File: src/rtl/wb_port_arbiter.sv
// Round-robin arbiter sharing one register-file write port among four write-back requesters.
// A requester may hold the port for up to MAX_BURST consecutive grants by asserting lock.
// The selected write (enable, address, data, select) is registered toward the register file.
// Optional macro WB_ARB_ZERO_DROP_EN: granted writes to address 0 are consumed (wr_en stays 0).
module wb_port_arbiter #(
  parameter int unsigned WIDTH     = 32,
  parameter int unsigned AW        = 5,
  parameter int unsigned MAX_BURST = 4
) (
  input  logic             clk,
  input  logic             reset_n,
  input  logic [3:0]       req,
  input  logic [3:0]       lock,
  input  logic [AW-1:0]    addr0,
  input  logic [AW-1:0]    addr1,
  input  logic [AW-1:0]    addr2,
  input  logic [AW-1:0]    addr3,
  input  logic [WIDTH-1:0] data0,
  input  logic [WIDTH-1:0] data1,
  input  logic [WIDTH-1:0] data2,
  input  logic [WIDTH-1:0] data3,
  input  logic             stall,
  output logic [3:0]       gnt,
  output logic             wr_en,
  output logic [AW-1:0]    wr_addr,
  output logic [WIDTH-1:0] wr_data,
  output logic [1:0]       wr_sel
);

  // Wide enough to hold MAX_BURST itself, so the release-cycle increment never wraps.
  localparam int unsigned CntW = $clog2(MAX_BURST + 1);

  typedef enum logic [0:0] {StIdle, StLocked} state_e;

  state_e          state_q, state_d;
  logic [1:0]      ptr_q, ptr_d;
  logic [1:0]      owner_q, owner_d;
  logic [CntW-1:0] cnt_q, cnt_d;

  logic            gnt_vld;
  logic [1:0]      gnt_idx;
  logic [1:0]      base;
  logic            run_idle;
  logic [2:0]      pick;
  logic [AW-1:0]   sel_addr;
  logic [WIDTH-1:0] sel_data;
  logic            wr_keep;

  // Returns {found, index} of the first set request at or after base, wrapping 3 -> 0.
  function automatic logic [2:0] rr_pick(input logic [3:0] r, input logic [1:0] b);
    logic [2:0] res;
    logic [1:0] idx;
    res = 3'b000;
    for (int k = 0; k < 4; k++) begin
      idx = b + 2'(k);
      if (!res[2] && r[idx]) res = {1'b1, idx};
    end
    return res;
  endfunction

  // Grant decision and next-state for pointer, owner, burst counter and FSM.
  always_comb begin
    state_d  = state_q;
    ptr_d    = ptr_q;
    owner_d  = owner_q;
    cnt_d    = cnt_q;
    gnt_vld  = 1'b0;
    gnt_idx  = 2'd0;
    run_idle = 1'b0;
    base     = ptr_q;
    pick     = 3'b000;
    if (!stall) begin
      if (state_q == StLocked) begin
        if (req[owner_q] && lock[owner_q]) begin
          gnt_vld = 1'b1;
          gnt_idx = owner_q;
          cnt_d   = cnt_q + CntW'(1);
          if (cnt_q == CntW'(MAX_BURST - 1)) begin
            state_d = StIdle;
            ptr_d   = owner_q + 2'd1;
          end
        end else begin
          // Owner let go: release and arbitrate the others this same cycle (no bubble).
          state_d  = StIdle;
          ptr_d    = owner_q + 2'd1;
          base     = owner_q + 2'd1;
          run_idle = 1'b1;
        end
      end else begin
        run_idle = 1'b1;
      end
      if (run_idle) begin
        pick = rr_pick(req, base);
        if (pick[2]) begin
          gnt_vld = 1'b1;
          gnt_idx = pick[1:0];
          ptr_d   = pick[1:0] + 2'd1;
          if (lock[pick[1:0]]) begin
            state_d = StLocked;
            owner_d = pick[1:0];
            cnt_d   = CntW'(1);
          end
        end
      end
    end
  end

  // 4:1 write-back data/address select driven by the grant index.
  always_comb begin
    sel_addr = addr0;
    sel_data = data0;
    case (gnt_idx)
      2'd0:    begin sel_addr = addr0; sel_data = data0; end
      2'd1:    begin sel_addr = addr1; sel_data = data1; end
      2'd2:    begin sel_addr = addr2; sel_data = data2; end
      default: begin sel_addr = addr3; sel_data = data3; end
    endcase
  end

`ifdef WB_ARB_ZERO_DROP_EN
  assign wr_keep = (sel_addr != '0);
`else
  assign wr_keep = 1'b1;
`endif

  // Grant is forced low while reset is held, regardless of requests.
  assign gnt = (gnt_vld && reset_n) ? (4'b0001 << gnt_idx) : 4'b0000;

  // Arbitration state registers.
  always_ff @(posedge clk or negedge reset_n) begin
    if (!reset_n) begin
      state_q <= StIdle;
      ptr_q   <= 2'd0;
      owner_q <= 2'd0;
      cnt_q   <= '0;
    end else begin
      state_q <= state_d;
      ptr_q   <= ptr_d;
      owner_q <= owner_d;
      cnt_q   <= cnt_d;
    end
  end

  // Registered write toward the register file; payload holds when nothing is written.
  always_ff @(posedge clk or negedge reset_n) begin
    if (!reset_n) begin
      wr_en   <= 1'b0;
      wr_addr <= '0;
      wr_data <= '0;
      wr_sel  <= 2'd0;
    end else if (gnt_vld && wr_keep) begin
      wr_en   <= 1'b1;
      wr_addr <= sel_addr;
      wr_data <= sel_data;
      wr_sel  <= gnt_idx;
    end else begin
      wr_en   <= 1'b0;
    end
  end

endmodule

File: config.mk
export PLATFORM = sky130hd
export DESIGN_NAME = wb_port_arbiter
export DESIGN_NICKNAME = d
export VERILOG_FILES = /design/src/rtl/wb_port_arbiter.sv
export SDC_FILE = /design/constraint.sdc
export NUM_CORES = 1
export LEC_CHECK = 0
export CELL_PAD_IN_SITES_DETAIL_PLACEMENT = 0
export CELL_PAD_IN_SITES_GLOBAL_PLACEMENT = 2
export CORE_MARGIN = 2
export CORE_UTILIZATION = 32
export CTS_CLUSTER_SIZE = 24
export DETAILED_ROUTE_END_ITERATION = 16
export DONT_BUFFER_PORTS = 1
export HOLD_SLACK_MARGIN = 0.08
export PLACE_DENSITY_LB_ADDON = 0.1
export SLEW_MARGIN = 20
export SYNTH_ARGS = -nofsm -noshare
export SYNTH_HDL_FRONTEND = slang
export SYNTH_SLANG_ARGS = --single-unit
export TNS_END_PERCENT = 30
File: constraint.sdc
create_clock -name clk -period 2.4 [get_ports clk]
set_input_delay 0.24 -clock clk [delete_from_list [all_inputs] [get_ports clk]]
set_output_delay 0.24 -clock clk [all_outputs]
set_load 0.05 [all_outputs]
==> metrics.txt, run 1 <==
IO Count=203; CP Launch Type=flip-flop; fin util=0.425; Pleak=1.95 nW; fin area=between 5000 and 6000 µm²; pins over their slew limit=0; share of flip-flops with an asynchronous set or reset=1.00; fin crit period=roughly 2.6 ns; Clock Latency Late Sink=roughly 0.29 ns; row cnt=40; GRT met2 Usage=0.342; drt initial violations=between 150 and 200; slowest stage cell, crit path=dfrtp_2; PD cells=between 1500 and 2000 nW/µm²; sum of buffers and inverters on the critical path=1; Mean Syn Cell Area=around 9 µm²; via count=between 3000 and 4000; Mapped Area=3960 µm²; Global Route Usage Sum=0.201; vias in the first global route=3740; die span in x=about 120 µm; CP Cell Sequence=and2_4, a221o_1, a211oi_4, nand4_1, a21o_4, nor3_4, buf_12; Final TNS setup=-5.46 ns; Critical Path Max Stage Delay=0.44 ns; number of synthesized flops with an enable pin=0; largest net degree at the start of global routing=49; Max IR drop VDD=0.000552 V; DR WL/cell=between 20 and 25 µm; initial antenna violation count=1; CTS clk-pin slew, worst paths=0.07 ns; Final period util=1.09; PortBufs=0; Synth top area share=0.304; sequential share of the synthesized area=0.304; clock buffer depth=2; most frequent cell after synthesis=nand2_1; Sink Count=48; unique cell type count in the Yosys netlist=60; Crit Path Category=reg2out; Syn-to-layout area delta=29.6%; M1 GR Usage=0.249; die area=13300 µm²; RSZ-0062 raised after global routing=yes; fmax=0.381 GHz; failing checks=negative setup slack; cell taking the most area after synthesis=dfrtp_1; global-route track usage on met3=0.0659; Synth Register Bits=between 40 and 50; CP endpoint kind=primary output; NetSw=4.09 mW; Routed Antenna Nets=0; GPL Wtd Cong=0.803; most frequent cells after synthesis=89 x nand2_1, 48 x dfrtp_1, 46 x nor2_1, 39 x and3_1, 37 x a311oi_2; Starting Density=0.328; CP required=2.16 ns; Setup Skew=0.0153 ns; gr ovfl total=0; Pint=3.68 mW; root buffer cell=clkbuf_16; Top delay family on crit path=compound AO/OA/AOI/OAI gates; slew margin rel.=0.621; DRT Pass-1 Iters=4; final setup margin=-0.227 ns; Power, Total=7.77 mW; Synth Net Count=around 600; leading register cell type out of synthesis=dfrtp_1; worst hold path type=in2reg; endpoints failing setup=43; DRC violations left=0; cell count after synthesis=between 400 and 500; crit-path max FO=5; Detailed Place HPWL=9.67 mm; Net Sw Frac=0.526; via/cell ratio=5.54; Num CTS Buffers=5; Fin. Hold Viols=0; CTS tree=done; combinational power share=0.555; Max Cap Violations=0; GRT busiest layer=met2; status=finished with violations; sequential share of power=0.349; top cells by area, synth=dfrtp_1 30%, a311oi_2 14%, a211oi_2 11%; Clock Power Share=0.096; first-pass GRT wire length=20.8 mm; nets=617; post-placement cell area=between 4000 and 5000 µm²; share of post-route cells with drive strength above 1=0.379; crit path DAT=2.39 ns; drt total wl=13.7 mm; Yosys warning total=0; Die Ht=115 µm; Core Area=about 12000 µm²; Worst-Margin Slew=roughly 0.57 ns; CTS H-tree lvls=2; post-placement setup slack=-0.0950 ns
[what timing repair did]
action	4_1_cts	5_1_grt
cloned	3	2
buffers inserted	9	1
hold endpoints to repair	49	0
setup endpoints to repair	43	47
gates resized for setup	29	24
hold buffers	3	0
pin swaps	66	10
[area by class of cell]
class                           instances  area [µm²]
Clock inverter                          2        13.8
Timing Repair Buffer                   58         763
Multi-Input combinational cell        335        2770
Clock buffer                            6         139
Inverter                                8        30.0
Antenna cell                            1        2.50
Tap cell                              168         210
Fill cell                            1200        6930
Sequential cell                        48        1200
[per-stage QoR]
step	cells	hold slack, ns
3_3_place_gp	601	-0.0532
5_1_grt	626	0.108
2_1_floorplan	434	-0.0556
6_report	626	0.105
4_1_cts	623	0.100
3_5_place_dp	601	-0.0530
[power groups by stage]
stage | registers [mW] | clock network (mW) | logic [mW]
after floorplan | 2.59 | 0 | 2.65
after global placement | 2.75 | 0 | 3.54
after detailed placement | 2.74 | 0 | 3.56
after CTS | 2.73 | 0.766 | 4.08
after global routing | 2.77 | 0.807 | 4.65
final | 2.71 | 0.744 | 4.32
[cell families (layout without fill, tap and decap cells)]
family                     after synthesis  in the layout  synth area share
buffers and inverters                   51             74            0.0724
AOI/OAI and AO/OA                      115            115             0.334
DFF                                     48             48             0.304
adders and majority gates                3              3           0.00885
xor gates and xnor gates                 1              1           0.00221
and+or+nand+nor                        208            208             0.252
other                                    0              1                 0
muxes                                    8              8            0.0269
[per-layer routing]
| metal | share of wire | vias up |
|---|---|---|
| met4 | 0.0099 | 0 |
| met3 | 0.085 | 6 |
| met5 | 0 | - |
| met2 | 0.51 | 131 |
| met1 | 0.40 | 1697 |
| li1 | - | 1634 |
[placed cells by master (no fill, tap or decap), types with 13 or more instances in the layout]
cell type	instances
buf_4	32
a211oi_2	15
a311oi_2	37
dfrtp_1	46
nand2_1	89
and3_1	38
a211oi_4	23
nor2_1	44
buf_12	13
[registers in the layout, indices dropped and copies added, names as in the netlist]
register	count
wr_addr	5
owner_q	2
cnt_q	3
ptr_q	2
wr_sel	2
wr_en	1
wr_data	32
state_q	1
[final timing paths]
path / from / end / slack, ns / cells past startpoint
max: owner_q[1] / gnt[2] / -0.23 / 7
min: stall / ptr_q[0] / 0.11 / 2
max reg2reg: owner_q[1] / wr_data[23] / -0.16 / 10
min reg2reg: cnt_q[2] / cnt_q[2] / 0.51 / 2
max in group asynchronous: reset_n / owner_q[0] / 1.66 / 2
min in group asynchronous: reset_n / wr_addr[1] / 0.51 / 2
Power figures use the tool's default switching activity.
==> inputs of run 2 (changes only) <==
--- a/config.mk
+++ b/config.mk
@@ -13,7 +13,7 @@
 export DETAILED_ROUTE_END_ITERATION = 16
 export DONT_BUFFER_PORTS = 1
 export HOLD_SLACK_MARGIN = 0.08
-export PLACE_DENSITY_LB_ADDON = 0.1
+export PLACE_DENSITY = 0.76
 export SLEW_MARGIN = 20
 export SYNTH_ARGS = -nofsm -noshare
 export SYNTH_HDL_FRONTEND = slang
==> metrics.txt, run 2 (synthesis results as in run 1) <==
DRT Pass-1 Iters=4 (unchanged); Fin. Hold Viols=0 (unchanged); CTS clk-pin slew, worst paths=0.07 ns (about the same); RSZ-0062 raised after global routing=yes (unchanged); # diodes=0 (was 1); PD cells=1530 nW/µm² (was 1520 nW/µm²); initial antenna violation count=0 (was 1); CTS tree=done (unchanged); fmax=0.382 GHz (was 0.381 GHz); failing checks=negative setup slack (unchanged); largest registers=wr_data (32), wr_addr (5), cnt_q (3) (unchanged); Num CTS Buffers=5 (unchanged); Setup Skew=0.0102 ns (was 0.0153 ns); DR WL/cell=21.8 µm (was 21.9 µm); GRT busiest layer=met2 (unchanged); share of post-route cells with drive strength above 1=0.379 (unchanged); drt initial violations=228 (was 172); GRT met2 Usage=0.337 (was 0.342); M1 GR Usage=0.235 (was 0.249); fin area=4950 µm² (was 5130 µm²); Final period util=1.09 (about the same); clock buffer depth=2 (unchanged); Crit Path Category=reg2out (unchanged); post-placement setup slack=-0.202 ns (was -0.0950 ns); fin crit period=2.62 ns (was 2.63 ns); R2R depth=10 (unchanged); Global Route Usage Sum=0.196 (was 0.201); Max IR drop VDD=0.000470 V (was 0.000552 V); Power, Total=7.58 mW (was 7.77 mW); IO Count=203 (unchanged); nets=617 (unchanged); final setup margin=-0.217 ns (was -0.227 ns); Sink Count=48 (unchanged); Largest register FFs=32 (unchanged); first-pass GRT wire length=20.1 mm (was 20.8 mm); die span in x=115 µm (unchanged); Top reg by flops=wr_data (unchanged); worst hold path type=in2reg (unchanged); Final TNS setup=-3.96 ns (was -5.46 ns); status=finished with violations (unchanged); CTS H-tree lvls=2 (unchanged); drt total wl=13.6 mm (was 13.7 mm); Detailed Place HPWL=9.34 mm (was 9.67 mm); fin util=0.410 (was 0.425); via/cell ratio=5.70 (was 5.54); Syn-to-layout area delta=25.1% (was 29.6%); crit-path max FO=7 (was 5); CP endpoint kind=primary output (unchanged); post-placement cell area=4340 µm² (was 4430 µm²); Pleak=1.90 nW (was 1.95 nW); row cnt=40 (unchanged); root buffer cell=clkbuf_16 (unchanged); Routed Antenna Nets=0 (unchanged); PortBufs=0 (unchanged); Clock Latency Late Sink=0.30 ns (was 0.29 ns); Worst-Margin Slew=0.537 ns (was 0.568 ns); vias in the first global route=3597 (was 3740); largest net degree at the start of global routing=49 (unchanged); DRC violations left=0 (unchanged); slew margin rel.=0.642 (was 0.621); crit path DAT=2.38 ns (was 2.39 ns); via count=3563 (was 3468); Max Cap Violations=0 (unchanged); die area=13300 µm² (unchanged); Die Ht=115 µm (unchanged); most common cell after layout, fill and taps aside=nand2_1 (unchanged); CP required=2.16 ns (about the same); gr ovfl total=0 (unchanged); Starting Density=0.328 (unchanged); endpoints failing setup=37 (was 43); Core Area=12100 µm² (unchanged); hold path depth=2 (unchanged); GPL Wtd Cong=0.873 (was 0.803); pins over their slew limit=0 (unchanged); most frequent cells in the layout=88 x nand2_1, 47 x dfrtp_1, 44 x nor2_1 (was 89 x nand2_1, 46 x dfrtp_1, 44 x nor2_1); CP Launch Type=flip-flop (unchanged); global-route track usage on met3=0.0691 (was 0.0659)
run 2: worst max-delay path, cell delays in order, from the launching register on:
cell and delay, ns:
dfrtp_2 0.40, mux4_2 0.64, a21oi_4 0.18, buf_6 0.12, nand4_4 0.15, and2_4 0.22, nor3_4 0.19, buf_12 0.16
run 2: where the power goes:
group	switching (mW)	total, mW	leakage [nW]	internal (mW)
combinational	2.13	3.97	1.26	1.85
clock	0.330	0.880	0.0901	0.550
sequential	1.54	2.73	0.545	1.19
run 2: final timing paths:
kind / end / slack (ns) / from
min in group asynchronous: wr_en / 0.46 / reset_n
max in group asynchronous: wr_addr[0] / 1.70 / reset_n
max reg2reg: wr_data[0] / -0.12 / state_q
min reg2reg: cnt_q[2] / 0.50 / cnt_q[2]
min: ptr_q[0] / 0.08 / stall
max: gnt[3] / -0.22 / owner_q[0]
run 2: final cells by class:
type	count	area, µm²
tap	168	210
sequential	48	1200
timing repair buffer	58	654
clock inverter	1	30.0
fill	1232	7110
clock buffer	7	153
multi-input combinational	335	2670
inverter	8	30.0
run 2: metrics by stage:
step	hold slack, ns	instances
after global routing	0.0946	625
after floorplan	-0.0556	434
after detailed placement	-0.0545	597
final	0.0778	625
after CTS	0.0894	620
after global placement	-0.0542	597
run 2: layer usage:
layer  up-vias  wire length, µm
li1       1639                -
met1      1742             5270
met2       170             6870
met3        12             1280
met4         0              197
met5         -                0
run 2: timing repair:
item,CTS,global route
setup buffers,12,3
hold buffers,3,0
gates cloned,1,2
endpoints found under the hold margin,49,0
gates resized for setup,19,20
endpoints found under the setup margin,44,49
pin swaps,28,24
==> inputs of run 3 (changes only) <==
--- a/config.mk
+++ b/config.mk
@@ -13,6 +13,7 @@
 export DETAILED_ROUTE_END_ITERATION = 16
 export DONT_BUFFER_PORTS = 1
 export HOLD_SLACK_MARGIN = 0.08
+export MAX_ROUTING_LAYER = met4
 export PLACE_DENSITY = 0.76
 export SLEW_MARGIN = 20
 export SYNTH_ARGS = -nofsm -noshare
==> constraint.sdc (replaced) <==
create_clock -name clk -period 2.32 [get_ports clk]
set_input_delay 0.232 -clock clk [delete_from_list [all_inputs] [get_ports clk]]
set_output_delay 0.232 -clock clk [all_outputs]
set_load 0.05 [all_outputs]
==> metrics.txt, run 3 (synthesis results as in run 1) <==
Critical Path Max Stage Delay=0.66 ns (was 0.64 ns); drt total wl=13.1 mm (was 13.6 mm); fin crit period=around 2.6 ns; share of post-route cells with drive strength above 1=0.389 (was 0.379); CTS clk-pin slew, worst paths=0.07 ns (about the same); root buffer cell=clkbuf_16 (unchanged); Sink Count=48 (unchanged); clock buffer depth=2 (unchanged); fmax=0.382 GHz; post-placement setup slack=-0.157 ns (was -0.202 ns); most frequent cells in the layout=83 x nand2_1, 48 x dfrtp_1, 44 x nor2_1 (was 88 x nand2_1, 47 x dfrtp_1, 44 x nor2_1); row cnt=40 (unchanged); sequential share of power=0.358 (was 0.360); status=finished with violations (unchanged); final std cells w/o fill=634 (was 625); Die Ht=115 µm (unchanged); DRC violations left=0 (unchanged); Starting Density=0.328 (unchanged); Fin. Hold Viols=0 (unchanged); slew margin rel.=0.636 (was 0.642); fin area=4990 µm² (was 4950 µm²); nets=625 (was 617); Crit Path Category=reg2out (unchanged); Syn-to-layout area delta=26.2% (was 25.1%); final setup margin=-0.296 ns (was -0.217 ns); WHS=0.0883 ns (was 0.0778 ns); GPL Wtd Cong=0.858 (was 0.873); initial antenna violation count=1 (was 0); fin util=0.414 (was 0.410); Setup Skew=0.00313 ns (was 0.0102 ns); post-placement cell area=4430 µm² (was 4340 µm²); CTS tree=done (unchanged); Core Area=12100 µm² (unchanged); CP Cell Sequence=mux4_2, a21oi_4, buf_6, nand4_4, and2_4, nor3_4, buf_12 (unchanged); multi-input logic area=2640 µm² (was 2670 µm²); CP required=2.09 ns (was 2.16 ns); Detailed Place HPWL=9.26 mm (was 9.34 mm); vias in the first global route=3743 (was 3597); Pint=3.74 mW (was 3.59 mW); Clock Latency Late Sink=0.29 ns (was 0.30 ns); drt initial violations=211 (was 228); largest net degree at the start of global routing=49 (unchanged); largest registers=wr_data (32), wr_addr (5), cnt_q (3) (unchanged); slowest stage cell, crit path=mux4_2 (unchanged); most common cell after layout, fill and taps aside=nand2_1 (unchanged); Num CTS Buffers=5 (unchanged); first-pass GRT wire length=19.8 mm (was 20.1 mm); DR WL/cell=20.6 µm (was 21.8 µm); crit-path max FO=7 (unchanged); PD cells=1570 nW/µm² (was 1530 nW/µm²); crit path DAT=2.38 ns (about the same); gr ovfl total=0 (unchanged); Fill cells=1210 (was 1232); Pleak=1.92 nW (was 1.90 nW); Routed Antenna Nets=0 (unchanged); IO Count=203 (unchanged); via/cell ratio=5.61 (was 5.70); PortBufs=0 (unchanged); pins over their slew limit=0 (unchanged); die area=13300 µm² (unchanged); Net Sw Frac=0.524 (was 0.527); Top delay family on crit path=multiplexers (unchanged); combinational power share=0.544 (was 0.524); CP Launch Type=flip-flop (unchanged); # placed instances=608 (was 597); Worst-Margin Slew=0.546 ns (was 0.537 ns); Max IR drop VDD=0.000563 V (was 0.000470 V); Top reg by flops=wr_data (unchanged); Max Cap Violations=0 (unchanged); endpoints failing setup=49 (was 37); RSZ-0062 raised after global routing=yes (unchanged); DRT Pass-1 Iters=4 (unchanged); Final period util=1.13; CP endpoint kind=primary output (unchanged); failing checks=negative setup slack (unchanged); register area=1200 µm² (about the same); Largest register FFs=32 (unchanged); die span in x=115 µm (unchanged); NetSw=4.12 mW (was 3.99 mW); via count=3554 (was 3563); sum of buffers and inverters on the critical path=2 (unchanged); Global Route Usage Sum=0.196 (about the same); worst hold path type=in2reg (unchanged); Clock Power Share=0.098 (was 0.116); CTS H-tree lvls=2 (unchanged)
==> run 3: routing by layer <==
metal	up-vias	wire, µm	track usage
met2	165	6530	0.329
li1	1653	-	-
met1	1723	5500	0.241
met4	0	176	0.0506
met3	13	874	0.0395
met5	-	0	-
==> run 3: what timing repair did <==
action / in CTS / in global routing
setup buffers: 7 / 5
gates resized for setup: 10 / 36
endpoints found under the hold margin: 49 / 0
setup endpoints to repair: 46 / 49
pin swaps: 7 / 20
gates cloned: 0 / 2
hold buffers: 3 / 0
==> run 3: area by class of cell <==
class | count | share of cell area
timing repair buffer | 66 | 0.152
sequential | 48 | 0.240
tap | 168 | 0.0421
inverter | 8 | 0.00601
clock buffer | 7 | 0.0286
clock inverter | 1 | 0.00150
antenna | 1 | 0.000501
multi-input combinational | 335 | 0.529
==> run 3: through the flow <==
step	power (mW)	setup TNS (ns)
after floorplan	5.42	-0.498
final	7.86	-7.41
after CTS	7.48	-7.03
after detailed placement	6.50	-4.69
after global routing	8.34	-11.71
after global placement	6.44	-2.03
==> run 3: final timing paths <==
check	start	end	slack, ns	cells after the start
min in group asynchronous	reset_n	cnt_q[2]	0.50	2
max in group asynchronous	reset_n	ptr_q[0]	1.58	2
worst min-delay path	stall	ptr_q[0]	0.09	2
worst max-delay path	owner_q[0]	gnt[3]	-0.30	7
worst min register to register	cnt_q[2]	cnt_q[2]	0.50	2
worst max register to register	owner_q[0]	cnt_q[0]	-0.23	10
==> run 3: power groups by stage <==
stage,Sequential (mW),Combinational [mW],Clock (mW)
2_1_floorplan,2.68,2.74,0
3_3_place_gp,2.83,3.61,0
3_5_place_dp,2.84,3.67,0
4_1_cts,2.82,3.86,0.797
5_1_grt,2.87,4.64,0.838
6_report,2.81,4.28,0.774
